**src/rtl/alu_operand_loader.sv**
```systemverilog
// Operand stage for the board ALU: debounces a load button and captures two 4-bit
// operands A then B from SW, presenting them as ALUIn = {B, A}.
module alu_operand_loader #(
    parameter int DEBOUNCE_CYCLES = 500000,
    parameter int CNT_W           = 19
) (
    input  logic       CLOCK_50,
    input  logic       Resetn,
    input  logic [3:0] SW,
    input  logic       KEY_n,
    output logic [7:0] ALUIn,
    output logic       ready,
    output logic       done,
    output logic [1:0] state
);

    typedef enum logic [1:0] {
        LOAD_A  = 2'b00,
        LOAD_B  = 2'b01,
        READY   = 2'b10,
        ILLEGAL = 2'b11
    } state_t;

    localparam logic [CNT_W-1:0] CNT_LAST = CNT_W'(DEBOUNCE_CYCLES - 1);

    logic             r_sync1;
    logic             r_sync2;
    logic             r_stable;
    logic [CNT_W-1:0] r_cnt;
    logic             r_press;
    logic [3:0]       r_a;
    logic [3:0]       r_b;
    state_t           r_state;
    logic             r_ready;
    logic             r_done;

    // Synchroniser and debouncer; press fires on the same edge stable falls 1->0.
    always_ff @(posedge CLOCK_50 or negedge Resetn) begin
        if (!Resetn) begin
            r_sync1  <= 1'b1;
            r_sync2  <= 1'b1;
            r_stable <= 1'b1;
            r_cnt    <= '0;
            r_press  <= 1'b0;
        end else begin
            r_sync1 <= KEY_n;
            r_sync2 <= r_sync1;
            r_press <= 1'b0;
            if (r_sync2 == r_stable) begin
                r_cnt <= '0;
            end else if (r_cnt == CNT_LAST) begin
                r_stable <= r_sync2;
                r_cnt    <= '0;
                r_press  <= r_stable;
            end else begin
                r_cnt <= r_cnt + 1'b1;
            end
        end
    end

    // Operand sequencing FSM with registered ready/done.
    always_ff @(posedge CLOCK_50 or negedge Resetn) begin
        if (!Resetn) begin
            r_a     <= 4'h0;
            r_b     <= 4'h0;
            r_state <= LOAD_A;
            r_ready <= 1'b0;
            r_done  <= 1'b0;
        end else begin
            r_done <= 1'b0;
            case (r_state)
                LOAD_A: begin
                    if (r_press) begin
                        r_a     <= SW;
                        r_state <= LOAD_B;
                        r_ready <= 1'b0;
                    end
                end
                LOAD_B: begin
                    if (r_press) begin
                        r_b     <= SW;
                        r_state <= READY;
                        r_ready <= 1'b1;
                        r_done  <= 1'b1;
                    end
                end
                READY: begin
                    if (r_press) begin
                        r_a     <= SW;
                        r_state <= LOAD_B;
                        r_ready <= 1'b0;
                    end
                end
                default: begin
                    r_state <= LOAD_A;
                    r_ready <= 1'b0;
                end
            endcase
        end
    end

    assign ALUIn = {r_b, r_a};
    assign ready = r_ready;
    assign done  = r_done;
    assign state = r_state;

endmodule

```
**config.mk**
```make
export PLATFORM = sky130hd
export DESIGN_NAME = alu_operand_loader
export DESIGN_NICKNAME = d
export VERILOG_FILES = /design/src/rtl/alu_operand_loader.sv
export SDC_FILE = /design/constraint.sdc
export NUM_CORES = 1
export LEC_CHECK = 0
export ABC_AREA = 1
export ABC_CLOCK_PERIOD_IN_PS = 1400
export CORE_MARGIN = 4
export CORE_UTILIZATION = 50
export DETAILED_ROUTE_END_ITERATION = 10
export PLACE_DENSITY = 0.72
export SLEW_MARGIN = 5
export SYNTH_ARGS = -nofsm -noshare
export SYNTH_HDL_FRONTEND = slang
export SYNTH_SLANG_ARGS = --single-unit
export TNS_END_PERCENT = 50
```
**constraint.sdc**
```tcl
create_clock -name CLOCK_50 -period 1.4 [get_ports CLOCK_50]
set_input_delay 0.28 -clock CLOCK_50 [delete_from_list [all_inputs] [get_ports CLOCK_50]]
set_output_delay 0.28 -clock CLOCK_50 [all_outputs]
set_load 0.005 [all_outputs]
```
==> out/summary.txt, run 1 <==
status: complete, no violations
clk root buf: clkbuf_4
GPL Wtd Cong: 0.890
clock sink count: 34
Critical Path Source: r_cnt[0]
Cell variety after synth: 23
die span in y: 66.9 um
R2R cell count: 6
Final setup viols: 0
post-synth top area share: 0.447
worst slew pin tran: 267 ps
Cell Area, Synth: 1730 um2
CP endpoint kind: flip-flop
RSZ-0062 raised after global routing: true
initial antenna violation count: 0
Pleak: 0.000993 uW
f_max: 751 MHz
CTS tree: done
# IOs: 19
synthesized area per cell: 7.81 um2
maximum VDD drop: 0.000722 V
final wirelength: 3640 um
first-pass GRT wire length: 6180 um
setup TNS: 0 ps
P&R area growth vs syn: 22.9%
via count of the first global-routing pass: 1357
H-tree depth: 2
period utilization: 0.952
Critical Path Fanout Max: 6
Clk Latency, worst-skew pair: 350 ps
Final nets: 266
Remaining DRCs: 0
most numerous cell in the Yosys netlist: nor2_1
area leader, netlist: dfrtp_1
Synth Instances: 222
Core Rows: 21
Vias per Instance: 4.75
Yosys warnings: 0
ranking of synthesized cells by area: dfrtp_1 45%, nor2_1 10%, nand2_1 9.7%, inv_1 6.7%, nand3_1 5.2%
minimum clock period after layout: 1330 ps
Synth Flop Type: dfrtp_1
Min-Delay Path Class: in2async
Slew Limit Headroom: 0.822
GRT Residual Overflow: 0
Hold Buf Count CTS: 0
commonest cells in the netlist: 47 x nor2_1, 45 x nand2_1, 31 x dfrtp_1, 31 x inv_1, 18 x nand3_1
total CTS buffers: 5
Post-Place Cell Area: 2030 um2
starting DRC count in detailed routing: 108
routed via count: 1449
Startpoint Class: flip-flop
Finished Layout Cells: 305
Ant. Diodes: 0
Clock transition at path regs: 120 ps
#FFs+latches synth: 34
max cap viols: 0
GRT Util Overall: 0.187
largest net degree at the start of global routing: 21
post-synth net total: 230
Crit path required time: 1630 ps
Clock Skews: 21.0 ps
drt pass-1 iters: 4
Data arrival, critical path: 1560 ps
Post-synth ARST share: 1.00
reg2reg start: r_cnt[0]
Slew Viols, Final: 0
chip width: 66.9 um
Final Hold Vio Count: 0
hold slack: 263 ps
placed insts: 294
share of post-route cells with drive strength above 1: 0.174
Cell Pwr Density: 776 nW/um2
die area: 4470 um2
cell area after layout: 2130 um2
Util after Layout: 0.639
initial core utilization: 0.520
ANT nets after route: 0
DR WL/cell: 11.9 um
Port Buffer Count: 18
dpl hpwl: 2720 um
core area: 3340 um2
maximum clock path buffer count: 2
Worst Setup Path Type: reg2reg
Seq/Total Area, Yosys: 0.493
EDFF count, synth: 0
## worst paths after layout
kind	endpoint	slack [ps]
min in group CLOCK_50	r_sync1	350
min	r_cnt[15]	260
max reg2reg	r_cnt[17]	70
max	r_cnt[17]	70
max in group asynchronous	state[1]	860
min reg2reg	r_sync2	360
## cell usage in the layout (no fill, tap or decap), drive strengths merged
| cell type | n |
|---|---|
| clkbuf | 7 |
| nor2 | 55 |
| nand2 | 51 |
| dlygate4sd2 | 12 |
| clkdlybuf4s50 | 6 |
| nand3 | 19 |
| clkinv | 1 |
| dfstp | 3 |
| o22ai | 1 |
| ha | 1 |
| buf | 13 |
| xor2 | 5 |
| a21oi | 3 |
| dfrtp | 31 |
| nor3b | 1 |
| o21ai | 10 |
| inv | 33 |
| xnor2 | 3 |
| and2 | 1 |
| nor3 | 1 |
| nand4 | 2 |
## worst max-delay path, stage by stage, from the launching register on
cell,delay (ps)
dfrtp_1,430
ha_4,170
nand2_2,80
nor2_4,170
nand3_2,160
nand2_2,170
nor2_2,60
## kinds of logic (layout without fill, tap and decap cells)
logic type,Yosys count,after routing,share of synthesized area
xor+xnor,8,8,0.0447
fa+ha+maj,1,1,0.00721
compound gates,14,14,0.0411
simple gates,130,130,0.334
flops,34,34,0.493
buf+inv,35,72,0.0801
## repair_timing
action | CTS | global route
setup buffers | 1 | 2
gates resized for setup | 13 | 8
endpoints found under the setup margin | 13 | 14
pin swaps | 0 | 3
## registers in the layout, indices dropped and copies added, names as in the netlist
signal,count
r_sync1,1
r_stable,1
r_sync2,1
done,1
r_press,1
r_b,4
state,2
r_a,4
r_cnt,19
## area by class of cell
| class | instances | area (um2) |
|---|---|---|
| Inverter | 33 | 124 |
| Clock inverter | 1 | 5.00 |
| Multi-Input combinational cell | 153 | 771 |
| Clock buffer | 7 | 55.1 |
| Timing Repair Buffer | 31 | 263 |
| Fill cell | 315 | 1200 |
| Tap cell | 46 | 57.6 |
| Sequential cell | 34 | 857 |
## through the flow
stage | total power [uW] | worst slack [ps]
floorplan | 1040 | 161
global placement | 1100 | -12.5
detailed placement | 1100 | 22.6
CTS | 1660 | 8.02
global route | 1740 | -40.7
finish | 1650 | 67.6
## report_power, final
| group | internal, uW | switching (uW) | leakage [uW] |
|---|---|---|---|
| Sequential | 994 | 10.3 | 0.000417 |
| Clock | 243 | 324 | 0.0000353 |
| Combinational | 39.1 | 44.7 | 0.000541 |
| Total | 1280 | 379 | 0.000993 |
## per-layer routing
metal	track usage	share of wire	up-vias
met4	0.0532	0.011	0
met3	0.0472	0.039	5
met2	0.288	0.46	26
li1	-	-	749
met1	0.257	0.49	669
met5	0	0	-
Power figures use the tool's default switching activity.
==> inputs of run 2 (changes only) <==
Settings changed: CTS_CLUSTER_SIZE set to 10.
==> results of run 2 <==
Same layout as run 1: the final DEF is identical, and so are final timing and power.
==> inputs of run 3 (changes only) <==
Settings changed: RECOVER_POWER set to 25.
==> out/summary.txt, run 3 (synthesis gave the netlist of run 1 again) <==
ANT nets after route: 0
first-pass GRT wire length: 6180 um
initial core utilization: 0.520
starting DRC count in detailed routing: 108
worst slew pin tran: 782 ps
maximum clock path buffer count: 2
Clk Latency, worst-skew pair: 350 ps
Final nets: 266
share of post-route cells with drive strength above 1: 0.170
f_max: 754 MHz
core area: 3340 um2
R2R cell count: 6
GPL Wtd Cong: 0.890
Top reg by flops: r_cnt
Min-Delay Path Class: reg2reg
Crit path required time: 1630 ps
Cell Pwr Density: 777 nW/um2
CP endpoint kind: flip-flop
minimum clock period after layout: 1330 ps
Ant. Diodes: 0
setup TNS: 0 ps
max cap viols: 0
GR Util met1: 0.257
die area: 4470 um2
GRT Residual Overflow: 0
P&R area growth vs syn: 22.6%
Hold Buf Count CTS: 0
clk root buf: clkbuf_4
sequential power share: 0.608
H-tree depth: 2
clock sink count: 34
Crit-path slowest cell: dfrtp_1
sw frac: 0.229
drt pass-1 iters: 4
maximum VDD drop: 0.000719 V
number of flip-flops in the largest register: 19
largest net degree at the start of global routing: 21
total CTS buffers: 5
Remaining DRCs: 0
Critical Path Fanout Max: 6
dpl hpwl: 2720 um
Vias per Instance: 4.75
RSZ-0062 raised after global routing: true
commonest non-fill, non-tap cell in the layout: nor2_1
worst hold stages: 0
chip width: 66.9 um
GRT Util Overall: 0.187
# IOs: 19
initial antenna violation count: 0
via count of the first global-routing pass: 1357
met2 Track Usage GR: 0.288
CP dominant cell by count: nand2_2
most used routing layer: met2
clock power share: 0.343
Port Buffer Count: 18
Core Rows: 21
met3 usage: 0.0472
Data arrival, critical path: 1560 ps
Worst Setup Path Type: reg2reg
Logic pwr share: 0.049
Pleak: 0.000990 uW
Pint: 1270 uW
Clock Skews: 20.8 ps
Startpoint Class: flip-flop
routed via count: 1449
status: complete, no violations
final wirelength: 3640 um
Util after Layout: 0.637
Final Hold Vio Count: 0
die span in y: 66.9 um
CP max stage delay: 430 ps
sw power: 378 uW
Slew Viols, Final: 0
Final setup viols: 0
worst-path cell chain: ha_4 -> nand2_2 -> nor2_4 -> nand3_2 -> nand2_2 -> nor2_2
Slew Limit Headroom: 0.479
Clock transition at path regs: 100 ps
most frequent cells in the layout: 46 x nor2_1, 45 x nand2_1, 31 x inv_1
largest registers: r_cnt x19, r_a x4, r_b x4
CTS tree: done
period utilization: 0.947
DR WL/cell: 11.9 um
==> run 3: power groups by stage <==
stage,Sequential [uW],Combinational (uW),Clock [uW]
2_1_floorplan,1020,24.6,0
3_3_place_gp,1020,78.5,0
3_5_place_dp,1020,78.7,0
4_1_cts,1000,79.7,584
5_1_grt,1010,93.3,640
6_report,1000,80.2,567
==> run 3: final cells by class <==
cell class	count	area [um2]
timing repair buffer	31	256
multi-input combinational	153	771
sequential	34	857
fill	316	1210
inverter	33	124
clock buffer	7	55.1
clock inverter	1	5.00
tap	46	57.6
==> run 3: layer usage <==
| layer | vias to the layer above | wire, um |
|---|---|---|
| met5 | - | 0 |
| met4 | 0 | 39 |
| met3 | 5 | 152 |
| met2 | 26 | 1690 |
| met1 | 667 | 1760 |
| li1 | 751 | - |
==> run 3: worst paths after layout <==
check | startpoint | end | slack [ps]
max | r_cnt[0] | r_cnt[17] | 70
max in group asynchronous | Resetn | r_cnt[12] | 330
min reg2reg | r_sync1 | r_sync2 | 360
max reg2reg | r_cnt[0] | r_cnt[17] | 70
min in group asynchronous | Resetn | r_cnt[6] | 450
min | r_sync1 | r_sync2 | 360
==> run 3: repair_timing <==
| action | CTS | global route |
|---|---|---|
| buffers inserted | 1 | 2 |
| gates resized for setup | 13 | 8 |
| pin swaps | 0 | 3 |
| endpoints found under the setup margin | 13 | 14 |
==> run 3: metrics by stage <==
step	cells	area, um2	hold slack [ps]	setup WS (ps)	power (uW)
6_report	305	2130	362	73.6	1650
5_1_grt	305	2130	372	-40.7	1740
4_1_cts	303	2090	275	8.02	1660
3_5_place_dp	294	2030	351	22.6	1100
3_3_place_gp	294	2030	346	-12.5	1100
2_1_floorplan	222	1730	-15.6	161	1040
==> run 3: critical path, delay by kind of cell, from the launching register on <==
family	cells	cell delay (ps)
flip-flops	1	430
adder cells (fa/ha/maj)	1	170
AND/OR/NAND/NOR	5	640
